$ cat src/rtl/ifid_hold_if.sv
// ifid_hold_if: bundles the fetch, hazard and decode signals of the IF/ID hold
// controller. The master modport is the pipeline side. It drives fetch data, the stall
// and branch requests, and the decoder control bundle. The slave modport is the controller.
interface ifid_hold_if #(
  parameter int CTRL_W = 9,
  parameter int CNT_W  = 16
) ();
  logic              stall_i;
  logic              branch_taken_i;
  logic [31:0]       if_pc4_i;
  logic [31:0]       if_instr_i;
  logic [CTRL_W-1:0] id_ctrl_i;
  logic              pc_write_o;
  logic [31:0]       ifid_pc4_o;
  logic [31:0]       ifid_instr_o;
  logic              ifid_valid_o;
  logic [CTRL_W-1:0] idex_ctrl_o;
  logic              stall_err_o;
  logic [CNT_W-1:0]  stall_cnt_o;

  modport master (
    output stall_i, branch_taken_i, if_pc4_i, if_instr_i, id_ctrl_i,
    input  pc_write_o, ifid_pc4_o, ifid_instr_o, ifid_valid_o, idex_ctrl_o,
           stall_err_o, stall_cnt_o
  );

  modport slave (
    input  stall_i, branch_taken_i, if_pc4_i, if_instr_i, id_ctrl_i,
    output pc_write_o, ifid_pc4_o, ifid_instr_o, ifid_valid_o, idex_ctrl_o,
           stall_err_o, stall_cnt_o
  );
endinterface

$ cat src/rtl/ifid_hold_ctrl.sv
// ifid_hold_ctrl: owns the IF/ID register and the ID/EX control register.
// A stall freezes IF/ID, gates the PC write and injects an ID/EX bubble.
// A taken branch (when not stalled) flushes IF/ID.
// A RUN/HOLD FSM measures consecutive stall cycles and drives a sticky watchdog error.
// Optional feature macro: STALL_CNT_EN enables a saturating stalled-cycle counter on
// stall_cnt_o. Without the macro, that port is tied to zero.
module ifid_hold_ctrl #(
  parameter int CTRL_W    = 9,
  parameter int MAX_STALL = 4,
  parameter int CNT_W     = 16
) (
  input  logic       clk,
  input  logic       rst_n,
  ifid_hold_if.slave bus
);

  typedef enum logic {RUN, HOLD} state_t;

  localparam logic [3:0] MAX_LEN = 4'(MAX_STALL);

  state_t            state_q, state_d;
  logic [3:0]        run_len_q, run_len_d;
  logic              err_q, err_d;
  logic [31:0]       pc4_q, pc4_d;
  logic [31:0]       instr_q, instr_d;
  logic              valid_q, valid_d;
  logic [CTRL_W-1:0] idex_q, idex_d;

  // PC write is blocked while a stall is requested or reset is held
  assign bus.pc_write_o = rst_n & ~bus.stall_i;

  // Pipeline register next values: stall beats branch, branch beats normal fetch
  always_comb begin
    pc4_d   = pc4_q;
    instr_d = instr_q;
    valid_d = valid_q;
    idex_d  = '0;
    if (bus.stall_i) begin
      idex_d = '0;
    end else if (bus.branch_taken_i) begin
      pc4_d   = '0;
      instr_d = '0;
      valid_d = 1'b0;
      idex_d  = valid_q ? bus.id_ctrl_i : '0;
    end else begin
      pc4_d   = bus.if_pc4_i;
      instr_d = bus.if_instr_i;
      valid_d = 1'b1;
      idex_d  = valid_q ? bus.id_ctrl_i : '0;
    end
  end

  // Stall-run FSM and watchdog next state; run length saturates at MAX_STALL
  always_comb begin
    state_d   = state_q;
    run_len_d = run_len_q;
    case (state_q)
      RUN: begin
        if (bus.stall_i) begin
          state_d   = HOLD;
          run_len_d = 4'd1;
        end
      end
      HOLD: begin
        if (bus.stall_i) begin
          state_d   = HOLD;
          run_len_d = (run_len_q >= MAX_LEN) ? MAX_LEN : run_len_q + 4'd1;
        end else begin
          state_d   = RUN;
          run_len_d = 4'd0;
        end
      end
      default: begin
        state_d   = RUN;
        run_len_d = 4'd0;
      end
    endcase
    err_d = err_q | (run_len_d == MAX_LEN);
  end

  // State registers, all cleared asynchronously by reset
  always_ff @(posedge clk or negedge rst_n) begin
    if (!rst_n) begin
      state_q   <= RUN;
      run_len_q <= 4'd0;
      err_q     <= 1'b0;
      pc4_q     <= '0;
      instr_q   <= '0;
      valid_q   <= 1'b0;
      idex_q    <= '0;
    end else begin
      state_q   <= state_d;
      run_len_q <= run_len_d;
      err_q     <= err_d;
      pc4_q     <= pc4_d;
      instr_q   <= instr_d;
      valid_q   <= valid_d;
      idex_q    <= idex_d;
    end
  end

  assign bus.ifid_pc4_o   = pc4_q;
  assign bus.ifid_instr_o = instr_q;
  assign bus.ifid_valid_o = valid_q;
  assign bus.idex_ctrl_o  = idex_q;
  assign bus.stall_err_o  = err_q;

`ifdef STALL_CNT_EN
  logic [CNT_W-1:0] cnt_q, cnt_d;

  // Stalled-cycle counter next value, holding at all-ones
  always_comb begin
    cnt_d = cnt_q;
    if (bus.stall_i && (cnt_q != {CNT_W{1'b1}})) begin
      cnt_d = cnt_q + 1'b1;
    end
  end

  // Counter register, cleared only by reset
  always_ff @(posedge clk or negedge rst_n) begin
    if (!rst_n) begin
      cnt_q <= '0;
    end else begin
      cnt_q <= cnt_d;
    end
  end

  assign bus.stall_cnt_o = cnt_q;
`else
  assign bus.stall_cnt_o = {CNT_W{1'b0}};
`endif

endmodule

$ cat src/flat_wrapper.sv
// flat-port wrapper written by rule: the top's interface ports become plain ports
module ifid_hold_ctrl_flat 
#(
  parameter int CTRL_W    = 9,
  parameter int MAX_STALL = 4,
  parameter int CNT_W     = 16
)
  (clk, rst_n, bus_stall_i, bus_branch_taken_i, bus_if_pc4_i, bus_if_instr_i, bus_id_ctrl_i, bus_pc_write_o, bus_ifid_pc4_o, bus_ifid_instr_o, bus_ifid_valid_o, bus_idex_ctrl_o, bus_stall_err_o, bus_stall_cnt_o);
  ifid_hold_if #(.CTRL_W(CTRL_W), .CNT_W(CNT_W)) bus_i ();
  input  logic clk;
  input  logic rst_n;
  input wire logic [$bits(bus_i.stall_i)-1:0] bus_stall_i;
  input wire logic [$bits(bus_i.branch_taken_i)-1:0] bus_branch_taken_i;
  input wire logic [$bits(bus_i.if_pc4_i)-1:0] bus_if_pc4_i;
  input wire logic [$bits(bus_i.if_instr_i)-1:0] bus_if_instr_i;
  input wire logic [$bits(bus_i.id_ctrl_i)-1:0] bus_id_ctrl_i;
  output wire logic [$bits(bus_i.pc_write_o)-1:0] bus_pc_write_o;
  output wire logic [$bits(bus_i.ifid_pc4_o)-1:0] bus_ifid_pc4_o;
  output wire logic [$bits(bus_i.ifid_instr_o)-1:0] bus_ifid_instr_o;
  output wire logic [$bits(bus_i.ifid_valid_o)-1:0] bus_ifid_valid_o;
  output wire logic [$bits(bus_i.idex_ctrl_o)-1:0] bus_idex_ctrl_o;
  output wire logic [$bits(bus_i.stall_err_o)-1:0] bus_stall_err_o;
  output wire logic [$bits(bus_i.stall_cnt_o)-1:0] bus_stall_cnt_o;
  assign bus_i.stall_i = bus_stall_i;
  assign bus_i.branch_taken_i = bus_branch_taken_i;
  assign bus_i.if_pc4_i = bus_if_pc4_i;
  assign bus_i.if_instr_i = bus_if_instr_i;
  assign bus_i.id_ctrl_i = bus_id_ctrl_i;
  assign bus_pc_write_o = bus_i.pc_write_o;
  assign bus_ifid_pc4_o = bus_i.ifid_pc4_o;
  assign bus_ifid_instr_o = bus_i.ifid_instr_o;
  assign bus_ifid_valid_o = bus_i.ifid_valid_o;
  assign bus_idex_ctrl_o = bus_i.idex_ctrl_o;
  assign bus_stall_err_o = bus_i.stall_err_o;
  assign bus_stall_cnt_o = bus_i.stall_cnt_o;
  ifid_hold_ctrl #(.CTRL_W(CTRL_W), .MAX_STALL(MAX_STALL), .CNT_W(CNT_W)) u_core (.clk(clk), .rst_n(rst_n), .bus(bus_i));
endmodule
$ cat config.mk
export PLATFORM = sky130hd
export DESIGN_NAME = ifid_hold_ctrl_flat
export DESIGN_NICKNAME = d
export VERILOG_FILES = /design/src/rtl/ifid_hold_if.sv /design/src/rtl/ifid_hold_ctrl.sv /design/src/flat_wrapper.sv
export SDC_FILE = /design/constraint.sdc
export NUM_CORES = 1
export LEC_CHECK = 0
export CORE_ASPECT_RATIO = 1.5
export CORE_MARGIN = 4
export CORE_UTILIZATION = 41
export DETAILED_ROUTE_END_ITERATION = 16
export PLACE_DENSITY_LB_ADDON = 0.1
export SLEW_MARGIN = 20
export SYNTH_ARGS = -nofsm -noshare
export SYNTH_HDL_FRONTEND = slang
export SYNTH_SLANG_ARGS = --single-unit
$ cat constraint.sdc
create_clock -name clk -period 3.3 [get_ports clk]
set_input_delay 0.495 -clock clk [delete_from_list [all_inputs] [get_ports clk]]
set_output_delay 0.495 -clock clk [all_outputs]
set_load 0.01 [all_outputs]
# == Word-level counts from Yosys, hierarchy flattened ==
# Cells that the tools add are included.
# word_totals
reg_bits,80
input_bits,77
output_inout_bits,92
elab_cells,24
# classes
add_sub_neg,1
magnitude_cmp,1
eq_ne,1
muxes,10
bitwise,4
# ops
cell,n
$mux 32,2
$mux 9,2
$mux 4,3
$pmux 4 s2,1
$add 4x1->4 const B,1
$eq 4x3->1 const B,1
$ge 4x3->1 const B,1
$mux 1,2
$not 1->1,2
$and 1x1->1,1
$or 1x1->1,1

# == Logic depth before layout (Yosys ltp) ==
# logic_depth
depth_word,6
depth_mapped,5
ltp_nobuf,5

# == Worst setup path before layout ==
# OpenSTA, ideal clock, no wires.
# synth_path
path_kind,in2out
from,input bus_stall_i
to,output bus_pc_write_o
t_arrival_ns,1.002
required_time_ns,2.805
setup_slack_ns,1.803
path_stages,3
n_path_buf,2
cell_sequence,buf_4 buf_2 nor2b_1
# synth_between
elab_chain_len,2
# synth_lines
element,line,text
start: declaration,flat_wrapper.sv:12,input wire logic [$bits(bus_i.stall_i)-1:0] bus_stall_i;
$not 1->1,ifid_hold_ctrl.sv:30,assign bus.pc_write_o = rst_n & ~bus.stall_i;
$and 1x1->1,ifid_hold_ctrl.sv:30,
end: declaration,flat_wrapper.sv:17,output wire logic [$bits(bus_i.pc_write_o)-1:0] bus_pc_write_o;
# No other way between the ends.

# == Worst setup path after layout ==
# Same ends and word-level chain as after synthesis.

==> results by group <==
Timing
  – Period minus WS final: 2092 ps
  – Max Clk Rate: 478.1 MHz
  – Worst clock skew: 5.494 ps
  – Setup violators final: 0
  – Setup tns final: 0 ps
  – Pins Over Slew Limit: 0
  – Final hold vios: 0
  – Slew headroom: 35.09%
  – Tcrit/Tclk final: 63.39%
  – Tightest Pin Transition: 973.7 ps
  – Setup repair after global routing missed its margin: false

Clock network
  – Clock transition at path regs: 70 ps
  – CTS tree: done
  – CTS max path bufs: 2
  – Post-CTS Setup Repair Bufs: 0
  – CTS buffer count: 9
  – Post-CTS Resized: 0
  – CTS root buf: clkbuf_8
  – Hold buffer count at CTS: 0
  – H-tree depth: 3
  – CTS sink count: 80
  – Clk Latency, worst-skew pair: 320 ps

Floorplan
  – Core Area: 0.006944 mm2
  – Cell row count: 37
  – Chip height: 112.1 um
  – Die area: 0.008675 mm2
  – Die width: 77.40 um
  – Io pins: 169
  – Starting Density: 42.65%

Critical path
  – Slowest stage delay, CP: 500 ps
  – Crit-path max FO: 32
  – CP Capture Type: primary output
  – Arr. time, crit path: 1600 ps
  – Crit Path Class: in -> out
  – WP data required: 2800 ps
  – Slowest CP cell: buf_2
  – Startpoint Class: primary input
  – CP cell instances: buf_2, nor2b_1, clkdlybuf4s50_1

Placed design
  – Post-DP Area: 0.004478 mm2
  – RePlAce Congestion: 0.8363
  – IO buf count: 152
  – Final HPWL DP: 5.345 mm

Cells and area
  – Layout Nets: 440
  – Most frequent cells in the layout: 150 x clkdlybuf4s50_1, 80 x dfrtp_1, 63 x a22o_1
  – Most common cell after layout, fill and taps aside: clkdlybuf4s50_1
  – Fillers: 541
  – Area growth syn-to-layout: 56.61%
  – Layout cells sized above 1: 6.027%
  – Final instance area: 0.004638 mm2
  – Ant. Diodes: 0

Drt
  – DRC Markers: 0
  – Post-DRT Antenna Nets: 0
  – DRT Wirelength: 7.338 mm
  – Wire per inst: 16.56 um
  – Vias per cell: 4.966
  – DR pass1 iterations: 4
  – DR iter-0 viols: 122
  – Via count: 2,200

Logic synthesis
  – Post-Syn Instances: 210
  – Post-Syn Area per Cell: 14.10 um2
  – Ys flop type: dfrtp_1
  – Flop and latch count out of synthesis: 80
  – Synth Cell Area: 0.002962 mm2
  – Mux cell area share after synthesis: 0.3380%
  – Compound-cell area share of the yosys netlist: 20.70%
  – YS warnings: 0
  – Adder-Cell Fraction of Synth Area: 0.4225%
  – Number of flops mapped to enable cells by yosys: 0
  – Register area share after synthesis: 67.60%
  – Distinct cells, synth: 24
  – Post-Synth XOR/XNOR Area: 0%
  – Simple-gate share of the synthesized area: 4.267%
  – Largest family of logic cells by synthesized area: compound AO/OA/AOI/OAI gates
  – Post-synth ARST share: 100.0%

Global route
  – GRT Total Usage: 16.92%
  – Pin count of the biggest net entering global routing: 81
  – Vias in the first global route: 2,331
  – Antenna violations before repair: 0
  – GR Overflow Total: 0
  – First-pass GRT wire length: 11.62 mm

Power
  – VDD IR max: 244.3 uV
  – Leak pwr: 2.106 nW
  – PD cells: 458.1 mW/mm2

Worst hold path
  – HP Class: in -> async

Run status
  – Status: completed

Run
  – Maxcap violations: 0
where the power goes:
part | internal, mW | leakage (nW) | switching [mW]
Combinational | 0.265 | 0.981 | 0.166
Sequential | 1.06 | 1.04 | 0.0461
Clock | 0.281 | 0.0838 | 0.307
Total | 1.60 | 2.11 | 0.520
per-stage QoR:
| step | total power [mW] | std cells | util [%] | setup WS (ps) | hold WS, ps |
|---|---|---|---|---|---|
| CTS | 2.160 | 443 | 66.79 | 1187 | 442.7 |
| global placement | 1.552 | 429 | 64.49 | 1110 | 466.8 |
| global route | 2.237 | 443 | 66.79 | 1127 | 505.5 |
| finish | 2.125 | 443 | 66.79 | 1208 | 405.8 |
| floorplan | 1.282 | 225 | - | 1803 | 199.4 |
| detailed placement | 1.560 | 429 | 64.49 | 1053 | 472.6 |
cell families after synthesis:
kind of cell               after synthesis
DFF                                     80
AOI/OAI and AO/OA                       73
buffers and inverters                   32
and+or+nand+nor                         22
muxes                                    1
adders and majority gates                1
other                                    1
cell type report:
type | count | area [um2] | area share, %
Sequential cell | 80 | 2002 | 43.16
Clock inverter | 4 | 22.52 | 0.4856
Multi-Input combinational cell | 113 | 827.0 | 17.83
Inverter | 2 | 7.507 | 0.1619
Tap cell | 78 | 97.59 | 2.104
Timing Repair Buffer | 156 | 1544 | 33.29
Clock buffer | 10 | 137.6 | 2.967
final timing paths:
kind,startpoint,endpoint,slack (ps),cells past startpoint
setup / recovery,bus_stall_i,bus_pc_write_o,1210,3
hold / removal,rst_n,u_core.bus.stall_err_o$_DFF_PN0_,410,2
setup reg to reg,u_core.run_len_q[0]$_DFF_PN0_,u_core.bus.stall_err_o$_DFF_PN0_,2080,5
hold reg to reg,u_core.bus.stall_err_o$_DFF_PN0_,u_core.bus.stall_err_o$_DFF_PN0_,490,1
max in group asynchronous,rst_n,u_core.bus.ifid_instr_o[8]$_DFFE_PN0N_,2240,2
min in group clk,u_core.bus.stall_err_o$_DFF_PN0_,u_core.bus.stall_err_o$_DFF_PN0_,490,1
state kept, by name, indices dropped and copies added, names as in the netlist:
register / cells
u_core.bus.ifid_instr_o: 32
u_core.bus.ifid_pc4_o: 32
u_core.bus.idex_ctrl_o: 9
u_core.run_len_q: 4
u_core.bus.ifid_valid_o: 1
u_core.bus.stall_err_o: 1
u_core.state_q: 1
metal layers:
| layer | global-route usage, % | part of all wire (%) | vias up |
|---|---|---|---|
| met4 | 7.126 | 1.1 | 0 |
| met2 | 28.91 | 52 | 93 |
| met3 | 3.852 | 6.1 | 6 |
| met1 | 20.44 | 40 | 1067 |
| li1 | - | - | 1034 |
| met5 | 0 | 0 | - |
worst max-delay path: cells and delay by family:
kind	cells	cell delay [ps]
buffers and inverters	2	1000
and+or+nand+nor	1	100
synth_stat cells, types with 2 or more instances:
master | n | area share [%]
dfrtp_1 | 80 | 68
inv_1 | 2 | 0.25
nor2_1 | 3 | 0.38
buf_2 | 8 | 1.4
o21ai_0 | 3 | 0.51
nand2_1 | 3 | 0.38
o21ai_1 | 2 | 0.34
buf_4 | 17 | 4.3
clkbuf_1 | 5 | 0.63
a22o_1 | 63 | 19
and2_1 | 11 | 2.3
Power figures use the tool's default switching activity.
